File: src/rtl/load_writeback_unit.sv
// Load/writeback unit: issues one aligned load at a time, extends the returned lane and writes it back.
// With LOAD_TIMEOUT_EN defined, a load that waits TIMEOUT_CYCLES cycles for data is abandoned.
module load_writeback_unit #(
    parameter int TIMEOUT_CYCLES = 16
) (
    input  logic        clk,
    input  logic        reset,
    input  logic        req_valid,
    output logic        req_ready,
    input  logic [63:0] req_addr,
    input  logic [4:0]  req_rd,
    input  logic [1:0]  req_size,
    input  logic        req_signed,
    output logic [63:0] memory_address,
    output logic        mem_req,
    input  logic [63:0] memory_data,
    input  logic        data_ready,
    output logic [4:0]  write_reg,
    output logic        reg_write,
    output logic [63:0] write_data,
    output logic        busy,
    output logic        load_error
);

    typedef enum logic [1:0] {
        IDLE  = 2'd0,
        ISSUE = 2'd1,
        WAIT  = 2'd2,
        WB    = 2'd3
    } state_t;

    state_t      state, state_next;
    logic        err_q, err_next;
    logic [63:0] addr_q;
    logic [4:0]  rd_q;
    logic [1:0]  size_q;
    logic        signed_q;
    logic        accept;
    logic        aligned;
    logic        timeout;
    logic        capture;
    logic [63:0] lane;
    logic [63:0] ext_data;

    assign accept  = req_valid && (state == IDLE);
    assign capture = (state == WAIT) && data_ready;

    always_comb begin
        case (req_size)
            2'd0:    aligned = 1'b1;
            2'd1:    aligned = (req_addr[0] == 1'b0);
            2'd2:    aligned = (req_addr[1:0] == 2'b00);
            default: aligned = (req_addr[2:0] == 3'b000);
        endcase
    end

`ifdef LOAD_TIMEOUT_EN
    localparam logic [7:0] WAIT_LAST = 8'(TIMEOUT_CYCLES - 1);
    logic [7:0] wait_cnt;

    // Counts completed WAIT cycles; cleared whenever the unit is not waiting.
    always_ff @(posedge clk or posedge reset) begin
        if (reset)
            wait_cnt <= 8'd0;
        else if (state != WAIT)
            wait_cnt <= 8'd0;
        else
            wait_cnt <= wait_cnt + 8'd1;
    end

    assign timeout = (wait_cnt == WAIT_LAST);
`else
    assign timeout = 1'b0;
`endif

    // NOTE: every combinational output gets a default before the case, so no path leaves it unassigned and no latch is inferred.
    always_comb begin
        state_next = state;
        err_next   = 1'b0;
        case (state)
            IDLE: begin
                if (req_valid) begin
                    if (aligned)
                        state_next = ISSUE;
                    else
                        err_next = 1'b1;
                end
            end
            ISSUE: state_next = WAIT;
            WAIT: begin
                if (data_ready) begin
                    state_next = WB;
                end else if (timeout) begin
                    state_next = IDLE;
                    err_next   = 1'b1;
                end
            end
            WB:      state_next = IDLE;
            default: state_next = IDLE;
        endcase
    end

    // NOTE: sequential state uses non-blocking assignments so every register samples pre-edge values.
    always_ff @(posedge clk or posedge reset) begin
        if (reset) begin
            state <= IDLE;
            err_q <= 1'b0;
        end else begin
            state <= state_next;
            err_q <= err_next;
        end
    end

    always_ff @(posedge clk or posedge reset) begin
        if (reset) begin
            addr_q   <= 64'd0;
            rd_q     <= 5'd0;
            size_q   <= 2'd0;
            signed_q <= 1'b0;
        end else if (accept) begin
            addr_q   <= req_addr;
            rd_q     <= req_rd;
            size_q   <= req_size;
            signed_q <= req_signed;
        end
    end

    // Shift the addressed byte lane down to bit 0, then extend by size.
    assign lane = memory_data >> {addr_q[2:0], 3'b000};

    always_comb begin
        case (size_q)
            2'd0:    ext_data = {{56{signed_q & lane[7]}},  lane[7:0]};
            2'd1:    ext_data = {{48{signed_q & lane[15]}}, lane[15:0]};
            2'd2:    ext_data = {{32{signed_q & lane[31]}}, lane[31:0]};
            default: ext_data = memory_data;
        endcase
    end

    // Write port registers only change for a real write, so they hold otherwise.
    always_ff @(posedge clk or posedge reset) begin
        if (reset) begin
            write_data <= 64'd0;
            write_reg  <= 5'd0;
        end else if (capture && (rd_q != 5'd0)) begin
            write_data <= ext_data;
            write_reg  <= rd_q;
        end
    end

    assign req_ready      = (state == IDLE);
    assign busy           = (state != IDLE);
    assign mem_req        = (state == ISSUE);
    assign reg_write      = (state == WB) && (rd_q != 5'd0);
    assign memory_address = {addr_q[63:3], 3'b000};
    assign load_error     = err_q;

endmodule

File: config.mk
export PLATFORM = sky130hd
export DESIGN_NAME = load_writeback_unit
export DESIGN_NICKNAME = d
export VERILOG_FILES = /design/src/rtl/load_writeback_unit.sv
export SDC_FILE = /design/constraint.sdc
export NUM_CORES = 1
export LEC_CHECK = 0
export CORE_AREA = 2 2 120 209
export DETAILED_ROUTE_END_ITERATION = 6
export DIE_AREA = 0 0 122 211
export PLACE_DENSITY = 0.73
export SLEW_MARGIN = 20
export SYNTH_ARGS = -nofsm -noshare
export SYNTH_HDL_FRONTEND = slang
export SYNTH_SLANG_ARGS = --single-unit
File: constraint.sdc
create_clock -name clk -period 10.85 [get_ports clk]
set_input_delay 1.6275 -clock clk [delete_from_list [all_inputs] [get_ports clk]]
set_output_delay 1.6275 -clock clk [all_outputs]
set_load 0.005 [all_outputs]
==> metrics <==
status=finished, final reports clean; Crit. path cell count=7; Critical Path, Cell by Cell=clkdlybuf4s50_1 > nand2_1 > a21oi_4 > buf_16 > buf_4 > o21ai_1 > o22ai_1; pre-CTS setup slack=6.14 ns; Die Width=122 um; gpl congestion=0.868; Synth Register Bits=144; hold buffers post-CTS=0; CTS buffer count=17; total power=3.40 mW; initial antenna violation count=0; setup TNS=0 ns; DRC=0; PostCTS Resize Cnt=0; fraction of layout cells with a size suffix above 1=21.2%; CTS sink cnt=144; CP Data Arrival Time=4.25 ns; critical path's largest stage delay=0.67 ns; Nets=1,079; Fillers=2,211; post-route ant nets=0; DR vias/cell=5.17; Power Density=298 nW/um2; Worst Setup Path Type=input pin to flip-flop; Setup Skew=0.0102 ns; FFs w/ async S/R, synth=100%; Total GRT Usage=19.2%; Synth Cell Area=8310 um2; final std cells w/o fill=1,255; library cells used by synthesis=47; GRT overflow=0; CTS tree=yes; final-report max-slew violation count=0; Final setup viols=0; clk_lat worst skew=0.43 ns; H-tree depth=4; top post-synthesis cells by area=dfrtp_1, mux2_2, buf_4, mux4_2, a31oi_2; core area=23,900 um2; Hold Vio Cnt, Final=0; maxcap violations=0; vias in the first global route=6,571; Syn Area/Cell=11.1 um2; DR pass1 iterations=4; post-synth top area cell=dfrtp_1; Hold Path Origin=write_reg[2]; I/O pin total=278; Syn Inst Count=749; die height=211 um; Max Fclk=256 MHz; Tmin final=3.90 ns; Placed Instances=1,222; cell area after layout=11,400 um2; CTS max path bufs=2; placement-stage cell area=10,700 um2; fin crit share=36.0%; synth cell count leaders=dfrtp_1, mux2_2, nand2_1; Slew headroom=35.4%; Final HPWL DP=18,700 um; Buf/Inv on CP=3; Top delay family on crit path=buffers and inverters; Synth top area share=43.4%; number of port buffers=274; cell leakage power=4.53 nW; RSZ-0062 raised after global routing=no; clk root buf=clkbuf_16; Multi-input gate area=3900 um2; area delta synth->final=36.9%; Starting Density=34.7%; sequential fraction of the synthesis area=43.4%; CP max FO=72; Slowest-stage cell, CP=buf_4; first-pass GRT wire length=37,300 um; EDFF count, synth=0; die area=25,700 um2; count leader, synth=dfrtp_1; Worst Setup Start Kind=input pin; register area=3610 um2; Worst Tran Pin Value=0.969 ns; final WL=24,500 um; 1st-iter DRT viols=293; VDD IR max=0.000116 V; Worst-path clk slew=0.07 ns; crit path launch=data_ready; Ant. Diodes=0; detailed-route via count=6,494; CP endpoint kind=flip-flop; largest net degree at the start of global routing=76; Worst EP required=11.19 ns; worst hold-check path type=flip-flop to flip-flop; R2R Path End=write_data[29]; postcts setup bufs=0; Placement Rows=75; reg2reg setup slack=7.73 ns; biggest regs=addr_q (64), write_data (64); R2R cell count=6; synth warn=0; top_reg_cell synth=dfrtp_1; drt wl/cell=19.5 um; Reg-to-Reg Start=addr_q[2]; PnR worst setup slack=6.95 ns; Critical Path Sink=write_data[10]
## kinds of logic (layout without fill, tap and decap cells)
| group | Yosys count | in the layout | share of synthesized area [%] |
|---|---|---|---|
| AND/OR/NAND/NOR | 185 | 185 | 9.24 |
| multiplexers | 147 | 147 | 22.2 |
| flip-flops | 144 | 144 | 43.4 |
| AO/OA/AOI/OAI | 141 | 141 | 14.3 |
| buffers and inverters | 126 | 322 | 10.0 |
| adder cells (fa/ha/maj) | 5 | 5 | 0.753 |
| other | 1 | 3 | 0.0451 |
## worst reg2reg max path, stage by stage (launching register included)
cell	delay (ns)
dfrtp_1	0.32
buf_4	0.38
clkinv_1	0.63
a221o_1	0.50
and4_4	0.22
nor3_4	0.66
a221oi_1	0.23
## area by class of cell
type,count,share of cell area (%)
Multi-Input combinational cell,481,34.3
Clock inverter,15,1.74
Inverter,8,0.308
Sequential cell,144,31.7
Tap cell,308,3.39
Timing Repair Buffer,282,24.8
Clock buffer,17,3.74
## power breakdown
part           internal (mW)  total, mW  switching, mW
Clock                  0.369      0.624          0.254
Sequential             0.815       1.01          0.190
Combinational          0.990       1.77          0.776
## stage by stage
step | utilization [%] | hold WS (ns)
4_1_cts | 47.4 | 0.481
5_1_grt | 47.5 | 0.514
2_1_floorplan | - | 0.456
3_5_place_dp | 44.8 | 0.465
6_report | 47.5 | 0.473
3_3_place_gp | 44.8 | 0.461
## worst min path at each step
stage	to	depth (start not counted)	slack, ns
CTS	write_reg[1]	2	0.48
finish	write_reg[2]	2	0.47
detailed placement	write_reg[2]	2	0.46
global placement	write_reg[4]	2	0.46
global route	write_reg[0]	2	0.51
floorplan	write_reg[3]	2	0.46
## layout by cell type, fill, tap and decap left out, types with 3 or more instances in the layout
master           count
a211oi_1             9
a21oi_1             18
a221o_1              8
a221oi_1             5
a221oi_2            10
a31oi_1              3
a31oi_2             30
buf_4                7
bufinv_16            3
clkbuf_16           17
clkdlybuf4s50_1    274
clkinv_4             3
conb_1               3
dfrtp_1            142
ha_1                 5
inv_1                6
inv_6                6
mux2_2              88
mux2i_1             37
mux4_2              21
nand2_1             78
nand3_1              9
nor2_1              77
nor2b_1              5
nor3_1               4
o21ai_0             24
o22ai_1             24
## routing by layer
layer | GRT usage (%) | up-vias | part of all wire (%) | wire length [um]
met5 | 0 | - | 0 | 0
met4 | 10.4 | 0 | 4.4 | 1080
met3 | 3.67 | 50 | 5.2 | 1270
met2 | 34.5 | 262 | 54 | 13300
met1 | 20.9 | 3180 | 36 | 8830
li1 | - | 3002 | - | -
Note: power is estimated with default switching activity, not from simulation.
